### config.mk
export PLATFORM = sky130hd
export DESIGN_NAME = cnt_ctrl
export DESIGN_NICKNAME = d
export VERILOG_FILES = /design/src/rtl/cnt_ctrl_pkg.sv /design/src/rtl/cnt_ctrl_presc.sv /design/src/rtl/cnt_ctrl.sv
export SDC_FILE = /design/constraint.sdc
export NUM_CORES = 1
export LEC_CHECK = 0
export ABC_AREA = 1
export BUFFER_PORTS_ARGS = -buffer_cell sky130_fd_sc_hd__clkbuf_2
export CAP_MARGIN = 20
export CORE_MARGIN = 2
export CORE_UTILIZATION = 30
export DETAILED_ROUTE_END_ITERATION = 7
export GPL_ROUTABILITY_DRIVEN = 1
export PLACE_DENSITY_LB_ADDON = 0.25
export SETUP_SLACK_MARGIN = 0.5
export SYNTH_ARGS = -nofsm -noshare
export SYNTH_HDL_FRONTEND = slang
export SYNTH_SLANG_ARGS = --single-unit
### constraint.sdc
create_clock -name clk -period 1.23 [get_ports clk]
set_input_delay 0.1845 -clock clk [delete_from_list [all_inputs] [get_ports clk]]
set_output_delay 0.1845 -clock clk [all_outputs]
set_load 0.02 [all_outputs]
### src/rtl/cnt_ctrl_pkg.sv
// cnt_ctrl_pkg: command encodings and FSM state type shared by cnt_ctrl and its bench.
package cnt_ctrl_pkg;
    localparam logic [1:0] OP_START  = 2'b00;
    localparam logic [1:0] OP_PAUSE  = 2'b01;
    localparam logic [1:0] OP_RESUME = 2'b10;
    localparam logic [1:0] OP_STOP   = 2'b11;
    typedef enum logic [1:0] {IDLE, RUN, HOLD, DONE} state_t;
endpackage

### src/rtl/cnt_ctrl_presc.sv
// cnt_ctrl_presc: divide-by-PRESC tick generator for cnt_ctrl.
// Ports: clk, rst (async active-high), en (advance phase), clr (restart phase), tick (phase wraps while en).
module cnt_ctrl_presc #(
    parameter int PRESC = 4
) (
    input  logic clk,
    input  logic rst,
    input  logic en,
    input  logic clr,
    output logic tick
);
    localparam int W = $clog2(PRESC);
    localparam logic [W-1:0] LAST = W'(PRESC - 1);
    logic [W-1:0] q;
    assign tick = en && q == LAST;
    always_ff @(posedge clk or posedge rst) begin
        if (rst)
            q <= '0;
        else if (clr)
            q <= '0;
        else if (en)
            q <= tick ? '0 : q + 1'b1;
    end
endmodule

### src/rtl/cnt_ctrl.sv
// cnt_ctrl: command-driven up-counter with one-shot/periodic terminal count.
// Ports: clk, rst (async active-high); cmd_valid/cmd_ready/cmd_op/cmd_limit/cmd_periodic command
// channel; cnt, busy (RUN/HOLD), done (DONE), tc_pulse and err_pulse (registered strobes).
// Build option: define CNT_CTRL_PRESCALE_EN to tick once every PRESC clocks instead of every clock.
module cnt_ctrl
    import cnt_ctrl_pkg::*;
#(
    parameter int WIDTH = 4,
    parameter int PRESC = 4
) (
    input  logic             clk,
    input  logic             rst,
    input  logic             cmd_valid,
    output logic             cmd_ready,
    input  logic [1:0]       cmd_op,
    input  logic [WIDTH-1:0] cmd_limit,
    input  logic             cmd_periodic,
    output logic [WIDTH-1:0] cnt,
    output logic             busy,
    output logic             done,
    output logic             tc_pulse,
    output logic             err_pulse
);
    state_t state, nstate;
    logic [WIDTH-1:0] lim, nlim, ncnt;
    logic per, nper, ntc, nerr;
    logic acc, cmd_win, run_en, tick;
    assign cmd_ready = !rst;
    assign acc       = cmd_valid && cmd_ready;
    // Every accepted command except the illegal RESUME-in-RUN overrides the count for this cycle.
    assign cmd_win   = acc && !(state == RUN && cmd_op == OP_RESUME);
    assign run_en    = state == RUN && !cmd_win;
    assign busy      = state == RUN || state == HOLD;
    assign done      = state == DONE;
`ifdef CNT_CTRL_PRESCALE_EN
    cnt_ctrl_presc #(.PRESC(PRESC)) u_presc (
        .clk  (clk),
        .rst  (rst),
        .en   (run_en),
        .clr  (acc && (cmd_op == OP_START || cmd_op == OP_STOP)),
        .tick (tick)
    );
`else
    assign tick = run_en;
`endif
    always_comb begin
        nstate = state;
        ncnt   = cnt;
        nlim   = lim;
        nper   = per;
        ntc    = 1'b0;
        nerr   = 1'b0;
        if (tick) begin
            if (cnt != lim) begin
                ncnt = cnt + 1'b1;
            end else begin
                ntc    = 1'b1;
                ncnt   = per ? '0 : lim;
                nstate = per ? RUN : DONE;
            end
        end
        if (acc) begin
            case (cmd_op)
                OP_START: begin
                    nstate = RUN;
                    ncnt   = '0;
                    nlim   = cmd_limit;
                    nper   = cmd_periodic;
                end
                OP_PAUSE: begin
                    nstate = state == RUN ? HOLD : state;
                    nerr   = state != RUN;
                end
                OP_RESUME: begin
                    nstate = state == HOLD ? RUN : state;
                    nerr   = state != HOLD;
                end
                default: begin
                    nstate = IDLE;
                    ncnt   = '0;
                end
            endcase
        end
    end
    always_ff @(posedge clk or posedge rst) begin
        if (rst) begin
            state     <= IDLE;
            cnt       <= '0;
            lim       <= '0;
            per       <= 1'b0;
            tc_pulse  <= 1'b0;
            err_pulse <= 1'b0;
        end else begin
            state     <= nstate;
            cnt       <= ncnt;
            lim       <= nlim;
            per       <= nper;
            tc_pulse  <= ntc;
            err_pulse <= nerr;
        end
    end
endmodule

; Word-level counts from Yosys, hierarchy flattened
; Index checks and enable logic that the tools add are counted.
; Widths: inputs -> output; s select.
[word_totals]
regBits = 13
elab_cells = 47
output_inout_bits = 9
in_bits = 10
[classes]
n_reduce_logical = 13
n_eq_ne = 11
n_mux = 16
addsub = 1
[op_table]
columns = op, count
row1 = $mux 4, 5
row2 = $mux 2, 6
row3 = $eq 2x2->1 const B, 3
row4 = $pmux 2 s3, 1
row5 = $add 4x1->4 const B, 1
row6 = $eq 2x1->1 const B, 2
row7 = $logic_and 1x1->1, 4
row8 = $ne 2x2->1 const B, 2
row9 = $ne 4x4->1, 1
row10 = $reduce_and 4->1, 1
row11 = $logic_not 1->1, 3
row12 = $mux 1, 3
row13 = $ne 3x2->1 const B, 1
row14 = $ne 3x3->1 const B, 1
row15 = $logic_not 2->1, 1
row16 = $ne 2x1->1 const B, 1
row17 = $pmux 1 s2, 1
row18 = $reduce_and 2->1, 1
row19 = $reduce_bool 2->1, 1
row20 = $reduce_or 2->1, 1
row21 = $logic_or 1x1->1, 1

; Logic depth before layout (Yosys ltp)
; Gate-level depths: netlist of run 1.
[logic_depth]
ltp_word = 9
mapped_depth = 9

; Worst setup path before layout of run 1
; No wires, ideal clock.
[synth_timing]
path_kind = flip-flop to flip-flop
from = register cnt[1]
to = register cnt[2]
required_ps = 1117
synth_period_minus_slack_ps = 1232
setup_slack_ps = -2
t_arrival_ps = 1119
stages_incl_launch_ff = 10
cell_sequence = dfrtp_1 inv_1 nand2_1 nand2_2 nor2_8 nand2_4 nand2_1 nand3_1 nand2_1 inv_1
[synth_between]
elab_chain_len = 5
[synth_lines]
columns = element, line_no
row1 = start: declaration, cnt_ctrl.sv:18  ; output logic [WIDTH-1:0] cnt,
row2 = start signal: assignment, cnt_ctrl.sv:95  ; cnt <= ncnt;
row3 = $add 4x1->4 or $ne 4x4->1 (tied branches), "cnt_ctrl.sv:55, cnt_ctrl.sv:54"
row4 = $mux 4 (*), cnt_ctrl.sv:54  ; if (cnt != lim) begin
row5 = $mux 4 (*), cnt_ctrl.sv:53  ; if (tick) begin
row6 = $mux 4, cnt_ctrl.sv:63  ; case (cmd_op)
row7 = $mux 4 (*), cnt_ctrl.sv:62  ; if (acc) begin
row8 = named net ncnt[2], cnt_ctrl.sv:25  ; logic [WIDTH-1:0] lim, nlim, ncnt;
; Mark *: on every way through the listed nets, which the timed path passes. The rest lies on a longest branch.
; A chain may end at the register's enable or synchronous reset.

; Final worst setup path of run 1
[layout_timing]
from = register state[1]
to = register state[1]
[layout_between]
elab_chain_len = 8
[layout_lines]
columns = element, line_no
row1 = start: declaration, cnt_ctrl.sv:24  ; state_t state, nstate;
row2 = start signal: assignment, cnt_ctrl.sv:94  ; state <= nstate;
row3 = $eq 2x1->1, "cnt_ctrl.sv:31, cnt_ctrl.sv:32, cnt_ctrl.sv:71"
row4 = $logic_and 1x1->1, cnt_ctrl.sv:31  ; assign cmd_win = acc && !(state == RUN && cmd_op == OP_RESUME);
row5 = $logic_not 1->1, cnt_ctrl.sv:31
row6 = $logic_and 1x1->1, cnt_ctrl.sv:31
row7 = $logic_not 1->1, cnt_ctrl.sv:32  ; assign run_en = state == RUN && !cmd_win;
row8 = $logic_and 1x1->1, cnt_ctrl.sv:32
row9 = $reduce_bool 2->1 (no line), -
row10 = $reduce_and 4->1 (no line) (*), -
; Every way passes the cells marked *; elsewhere a longest branch is shown, timed or not.

==> impl_metrics.json, run 1 <==
{
  "status": "complete, but fails checks",
  "violations": "setup timing",
  "synth.distinct_cells": 18,
  "die-area_um2": 3540,
  "final_cells": 184,
  "slew_violations": 0,
  "antenna_found_initial": 0,
  "worstPathCellList": "buf_6, inv_4, ha_4, inv_4, nand2_2, o211ai_1, nand2_2, nand2_2, nand2_1",
  "ys_ff_latch": 13,
  "h-tree-depth": 1,
  "relSlewSlack": 0.779,
  "rsz0062_at_grt": "yes",
  "setup.worst_path.start_class": "register",
  "avgSynthCellArea_um2": 7.84,
  "synth-simple-area-share": 0.327,
  "grt_usage": 0.143,
  "fp.dieH_um": 59.5,
  "tritoncts": "done",
  "ys_seq_area_frac": 0.352,
  "synth_top_cell_by_area": "dfrtp_1",
  "syn_nets": 137,
  "gp_congestion": 0.729,
  "synth.area.mux_share": 0.0122,
  "grt.overflow.total": 0,
  "cp_slowest_stage_delay_ns": 0.43,
  "place_ws_ns": -0.0530,
  "nets": 171,
  "pin_count": 19,
  "drt_iter0_drc": 7,
  "initial_core_util": 0.308,
  "std_cell_rows": 20,
  "synth_top_family_by_area": "simple AND/OR/NAND/NOR gates",
  "drive_above_1_share": 0.543,
  "drcViolationCount": 0,
  "synth_adder_area_share": 0.122,
  "worst_skew_pair.late_latency_ns": 0.27,
  "clock_skew_ns": 0.00586,
  "finalHoldViolCount": 0,
  "grt_max_degree": 14,
  "cp_max_fo": 3,
  "numCtsBuffers": 3,
  "syn_area_um2": 925,
  "clk_pin_slew_ns": 0.08,
  "placed_cells": 172,
  "vias_per_cell": 4.61,
  "port_buffers": 18,
  "final-setup-viol-count": 8,
  "synth_xor_area_frac": 0.0189,
  "ant_nets": 0,
  "ys.warnings.count": 0,
  "area_growth_pct": 60.5,
  "p_leak_uw": 0.000730,
  "ys_top_cells_by_area": "dfrtp_1 35%, ha_1 12%, nand2_1 8.9%",
  "crit_slowest_cell": "dfrtp_1",
  "synth_cells": 118,
  "numClockSinks": 13,
  "hpwl_um": 1550,
  "fmax_ghz": 0.734,
  "grt_pass1_wl_um": 3780,
  "fin_area_um2": 1480,
  "cp.buffers_inverters": 3,
  "peakVddDrop_uv": 676,
  "die_x_um": 59.5,
  "crit_required_ns": 1.40,
  "critPathKind": "register to register",
  "wl_um": 2180,
  "tightest_slew_ns": 0.330,
  "total_power_uw": 3240,
  "cap_violations": 0,
  "drt_first_pass_iters": 4,
  "post_drt_wl_per_cell_um": 11.8,
  "hp-class": "input port to asynchronous set/reset pin",
  "power_density_nw_per_um2": 2180,
  "cp.arrival_ns": 1.53,
  "period_needed_ns": 1.36,
  "core_area_um2": 3000,
  "root_buffer": "clkbuf_4",
  "cp_top_family": "flip-flops",
  "fin_crit_sh": 1.11,
  "grt_pass1_vias": 884,
  "critPathCaptureType": "register",
  "setup_slack_ns": -0.133,
  "cts_buffer_depth": 2,
  "antennaDiodeCount": 0,
  "synth_compound_area_frac": 0.0785,
  "place_area_um2": 1170,
  "vias": 849,
  "synth_top_area_share": 0.352,
  "critPathMostFrequentCell": "nand2_2"
}
[cells by family after synthesis]
| group | count (synthesis) |
|---|---|
| adder cells (fa/ha/maj) | 9 |
| multiplexers | 1 |
| AND/OR/NAND/NOR | 58 |
| buffers and inverters | 22 |
| AO/OA/AOI/OAI | 13 |
| flip-flops | 13 |
| XOR/XNOR | 2 |
[power breakdown]
part           internal (uW)  leakage, uW  total (uW)  switching, uW
clock network            126    0.0000150         264            138
logic                   1060     0.000567        2200           1140
registers                584     0.000148         767            183
total                   1770     0.000730        3240           1460
[through the flow]
step / hold slack [ns] / utilization / TNS [ns]
floorplan: -0.0606 / - / 0
global placement: 0.315 / 0.389 / -0.00268
detailed placement: 0.316 / 0.389 / -0.0999
CTS: 0.0254 / 0.480 / -0.455
global route: 0.0307 / 0.494 / -1.33
finish: 0.0410 / 0.494 / -0.847
[state kept, by name (all words and copies together), names as in the netlist]
name / count
cnt: 4
err_pulse: 1
lim: 4
per: 1
state: 2
tc_pulse: 1
[cells in the final DEF, fill, tap and decap left out, types with 4 or more instances in the layout]
cell	count
nand2_1	17
dfrtp_2	5
inv_2	8
a21oi_1	8
nand3_1	7
clkbuf_2	8
inv_1	8
ha_4	4
buf_8	7
buf_4	7
ha_1	4
dfrtp_1	8
nor2_1	11
nand2_2	8
nand3_2	7
inv_4	4
[synth_stat cells]
master / n
nand2_1: 22
inv_1: 16
dfrtp_1: 13
nand3_1: 13
nor2_1: 12
ha_1: 9
a21oi_1: 8
inv_2: 6
nand2_2: 6
nand2_4: 2
nor2_8: 2
o21ai_0: 2
xor2_1: 2
a31oi_1: 1
mux2_1: 1
nand3_2: 1
o211ai_1: 1
o21ai_2: 1
[path summary, 6_finish.rpt]
kind                            end  cells past startpoint  slack (ns)    startpoint
setup / recovery           state[1]                      9       -0.13      state[1]
hold / removal             state[1]                      4        0.04           rst
setup reg to reg           state[1]                      9       -0.13      state[1]
hold reg to reg              lim[3]                      2        0.56        lim[3]
max in group asynchronous       per                      4        1.00           rst
min in group clk                per                      2        0.14  cmd_periodic
[tightest hold or removal path: cells and delay by family]
family                 cells  cell delay (ns)
buffers and inverters      4             0.49
[layer usage]
layer  share of wire  global-route usage
met5               0                   0
met4           0.012              0.0857
met3           0.017              0.0131
met2            0.54               0.242
met1            0.43               0.176
[layout make-up]
type                            instances  area [um^2]
Fill cell                             292         1520
Multi-Input combinational cell         83          664
Sequential cell                        13          332
Timing Repair Buffer                   29          304
Inverter                               22          116
Tap cell                               33         41.3
Clock buffer                            4         26.3
[what timing repair did]
action                     in CTS  in global routing
setup endpoints to repair      18                 18
pin swaps                      14                  2
gates resized for setup        44                 12
buffers inserted                6                  2
hold buffers                    0                  0
(Power assumes the default switching activity.)
==> run 2, diff against run 1 <==
CELL_PAD_IN_SITES_DETAIL_PLACEMENT = 0   (was default)
CELL_PAD_IN_SITES_GLOBAL_PLACEMENT = 1   (was default)
==> run 2 against run 1 <==
- the run still ends with setup timing left
- via count rose by 6.5%
- register-to-register slack improved by 0.07 ns
- first-iteration DRC count rose by 140%
- critical path depth fell by 5
- largest cell class unchanged
- largest power group unchanged
- highest routed layer unchanged
==> impl_metrics.json, run 2 (synthesis gave the netlist of run 1 again) <==
{
  "status": "complete, but fails checks",
  "violations": "setup timing",
  "antennaDiodeCount": 0,
  "vias": 904,
  "std_cell_rows": 20,
  "cp_max_fo": 2,
  "worst_skew_pair.late_latency_ns": 0.28,
  "grt.overflow.total": 0,
  "hold_ws_ns": 0.0307,
  "finalHoldViolCount": 0,
  "slew_violations": 0,
  "grt_pass1_vias": 831,
  "rsz0062_at_grt": "yes",
  "crit_required_ns": 1.05,
  "setup.worst_path.start_class": "register",
  "hp-class": "input port to asynchronous set/reset pin",
  "power_density_nw_per_um2": 2240,
  "p_leak_uw": 0.000738,
  "hpwl_um": 1600,
  "period_needed_ns": 1.33,
  "numCtsBuffers": 3,
  "cap_violations": 0,
  "tightest_slew_ns": 0.320,
  "port_buffers": 18,
  "placed_cells": 173,
  "h-tree-depth": 1,
  "cp.arrival_ns": 1.15,
  "fin_crit_sh": 1.08,
  "fmax_ghz": 0.752,
  "total_power_uw": 3390,
  "wl_um": 2320,
  "nets": 173,
  "final_cell_mix": "13 x nand2_1, 12 x nand2_2, 10 x inv_2, 10 x nor2_1",
  "numClockSinks": 13,
  "drt_iter0_drc": 17,
  "drive_above_1_share": 0.601,
  "relSlewSlack": 0.786,
  "gp_congestion": 0.714,
  "ant_nets": 0,
  "final_common_cell": "nand2_1",
  "core_area_um2": 3000,
  "antenna_found_initial": 0,
  "cts_buffer_depth": 2,
  "setup_slack_ns": -0.100,
  "critPathCaptureType": "primary output",
  "grt_usage": 0.143,
  "critPathKind": "register to primary output",
  "pin_count": 19,
  "clock_skew_ns": 0.00429,
  "area_growth_pct": 64.0,
  "grt_pass1_wl_um": 3770,
  "die_x_um": 59.5,
  "place_ws_ns": -0.0441,
  "clk_pin_slew_ns": 0.08,
  "fp.dieH_um": 59.5,
  "grt_max_degree": 14,
  "root_buffer": "clkbuf_4",
  "peakVddDrop_uv": 1360,
  "initial_core_util": 0.308,
  "tritoncts": "done",
  "final-setup-viol-count": 8,
  "die-area_um2": 3540,
  "vias_per_cell": 4.86,
  "post_drt_wl_per_cell_um": 12.4,
  "reg.largest.list": "cnt (4), lim (4), state (2)",
  "drt_first_pass_iters": 6,
  "final_cells": 186,
  "drcViolationCount": 0
}
run 2: cell types whose count changed in the layout (fill, tap and decap cells not counted), sizes merged:
cell  previous run  this run
buf             18        20
run 2: what timing repair did:
item,CTS,global route
resized for setup,32,36
endpoints found under the setup margin,18,18
hold buffers,0,0
pin swaps,5,14
buffers inserted,4,5
run 2: worst max-delay path, cell delays in order, from the launching register on:
cell and delay (ns):
dfrtp_1 0.39, inv_2 0.07, ha_4 0.27, inv_4 0.03, buf_8 0.11
run 2: report_power, final:
part	internal, uW	switching (uW)	total, uW
sequential	584	166	750
combinational	1140	1220	2370
clock	126	145	271
run 2: per-stage QoR:
stage,instance area [um^2],util,TNS (ns)
global placement,1180,0.392,-0.0189
floorplan,1010,-,0
finish,1520,0.505,-0.377
CTS,1380,0.458,-0.596
detailed placement,1180,0.392,-0.0836
global route,1520,0.505,-0.844
run 2: layout make-up:
| class | instances | area (um^2) |
|---|---|---|
| fill | 296 | 1490 |
| multi-input combinational | 83 | 671 |
| sequential | 13 | 332 |
| timing repair buffer | 31 | 330 |
| inverter | 22 | 116 |
| tap | 33 | 41.3 |
| clock buffer | 4 | 26.3 |
run 2: metal layers:
layer	GRT usage	share of wire
met3	0.0153	0.029
met1	0.177	0.42
met5	0	0
met2	0.248	0.52
met4	0.0667	0.033
run 2: path summary, 6_finish.rpt:
path / end / slack, ns / cells after the start / start
hold reg to reg: lim[3] / 0.56 / 2 / lim[3]
min in group clk: per / 0.13 / 2 / cmd_periodic
max in group asynchronous: per / 1.01 / 4 / rst
setup reg to reg: state[0] / -0.06 / 9 / state[1]
hold / removal: lim[0] / 0.03 / 4 / rst
setup / recovery: busy / -0.1 / 4 / state[0]
==> run 3, diff against run 2 <==
SETUP_SLACK_MARGIN = 0.4   (was 0.5)
==> run 3 against run 2 <==
- the flow still finishes with violations (setup timing)
- largest power group unchanged
- worst hold slack got worse by 0.021 ns
- critical endpoint is now done
- clock power about the same
- clock-buffer cell count unchanged
- setup slack got worse by 0.075 ns
==> impl_metrics.json, run 3 (synthesis gave the netlist of run 1 again) <==
{
  "core_area_um2": 3000,
  "crit_required_ns": 1.05,
  "grt_usage": 0.137,
  "critPathCaptureType": "primary output",
  "rsz0062_at_grt": "yes",
  "drt_first_pass_iters": 4,
  "drt_iter0_drc": 13,
  "numClockSinks": 13,
  "relSlewSlack": 0.805,
  "grt.overflow.total": 0,
  "tritoncts": "done",
  "multiInputGateArea_um2": 601,
  "critPathKind": "register to primary output",
  "fp.dieH_um": 59.5,
  "port_buffers": 18,
  "gp_congestion": 0.732,
  "die-area_um2": 3540,
  "h-tree-depth": 1,
  "ff_latch_area_um2": 332,
  "ff2ff_setup_slack_ns": -0.10,
  "worstReg2RegEnd": "cnt[3]",
  "ctsHoldBuffers": 0,
  "worstReg2RegStart": "state[1]",
  "die_x_um": 59.5,
  "drcViolationCount": 0,
  "peakVddDrop_uv": 972,
  "cp_max_fo": 2,
  "grt_pass1_vias": 818,
  "fin_area_um2": 1410,
  "antenna_found_initial": 0,
  "setup_tns_ns": -0.865,
  "final-setup-viol-count": 8,
  "power_density_nw_per_um2": 2170,
  "fmax_ghz": 0.712,
  "std_cell_rows": 20,
  "reg.largest.list": "cnt (4), lim (4), state (2)",
  "nets": 174,
  "root_buffer": "clkbuf_4",
  "p_leak_uw": 0.000724,
  "total_power_uw": 3050,
  "ant_nets": 0,
  "cp.arrival_ns": 1.22,
  "cap_violations": 0,
  "drive_above_1_share": 0.468,
  "status": "complete, but fails checks",
  "grt_max_degree": 14,
  "pin_count": 19,
  "hpwl_um": 1610,
  "final_cell_mix": "21 x nand2_1, 11 x inv_1, 11 x nor2_1, 11 x nand3_1, 10 x clkbuf_2",
  "numCtsBuffers": 3,
  "antennaDiodeCount": 0,
  "setup.worst_path.start_class": "register",
  "slew_violations": 0,
  "fin_crit_sh": 1.14,
  "clock_skew_ns": 0.00628,
  "clk_pin_slew_ns": 0.09,
  "worst_skew_pair.late_latency_ns": 0.28,
  "period_needed_ns": 1.41,
  "hp-class": "input port to asynchronous set/reset pin",
  "fillCellCount": 312,
  "area_growth_pct": 52.0,
  "worstRegToRegCells": 9,
  "vias": 835,
  "post_drt_wl_per_cell_um": 11.1,
  "initial_core_util": 0.308,
  "grt_pass1_wl_um": 3610,
  "violations": "setup timing",
  "tightest_slew_ns": 0.291,
  "hold_ws_ns": 0.00969,
  "place_area_um2": 1220,
  "place_ws_ns": -0.0207,
  "final_common_cell": "nand2_1",
  "finalHoldViolCount": 0,
  "cts_buffer_depth": 2,
  "vias_per_cell": 4.47,
  "wl_um": 2080,
  "setup_slack_ns": -0.175
}
## run 3: cell count changes in the layout (fill, tap and decap cells not counted), sizes merged
cell / previous run / this run
clkbuf: 15 / 16
## run 3: how the worst max path moves through the flow
stage                  start        to  depth (start not counted)
global route        state[1]      done                          4
floorplan             cnt[0]    cnt[2]                          9
CTS                 state[1]      done                          4
detailed placement  state[1]  state[1]                          6
global placement    state[1]  state[0]                          6
finish              state[1]      done                          4
## run 3: worst max-delay path, stage by stage, from the launching register on
cell	delay, ns
dfrtp_1	0.40
buf_4	0.14
buf_4	0.12
ha_2	0.16
buf_6	0.12
## run 3: layer usage
| metal | track usage | wire (um) | part of all wire |
|---|---|---|---|
| met3 | 0.0153 | 59 | 0.028 |
| met5 | 0 | 0 | 0 |
| met1 | 0.160 | 953 | 0.46 |
| met4 | 0.0667 | 0 | 0 |
| met2 | 0.246 | 1060 | 0.51 |
## run 3: through the flow
| step | instances | util |
|---|---|---|
| 3_5_place_dp | 179 | 0.406 |
| 5_1_grt | 187 | 0.468 |
| 6_report | 187 | 0.468 |
| 4_1_cts | 187 | 0.457 |
| 2_1_floorplan | 118 | - |
| 3_3_place_gp | 179 | 0.406 |
## run 3: area by class of cell
class,count,area share
well taps,33,0.0294
inverters,22,0.0810
repair buffers,32,0.207
multi-input cells,83,0.427
flip-flops and latches,13,0.236
clock buffers,4,0.0187
## run 3: where the power goes
part / total [uW] / switching (uW) / leakage [uW] / internal, uW
sequential: 752 / 169 / 0.000148 / 584
clock: 272 / 146 / 0.0000150 / 126
combinational: 2030 / 1030 / 0.000561 / 994
total: 3050 / 1350 / 0.000724 / 1700
## run 3: timing repair
action,in CTS,in global routing
endpoints found under the setup margin,17,19
buffers inserted,4,0
pin swaps,2,4
gates resized for setup,19,14
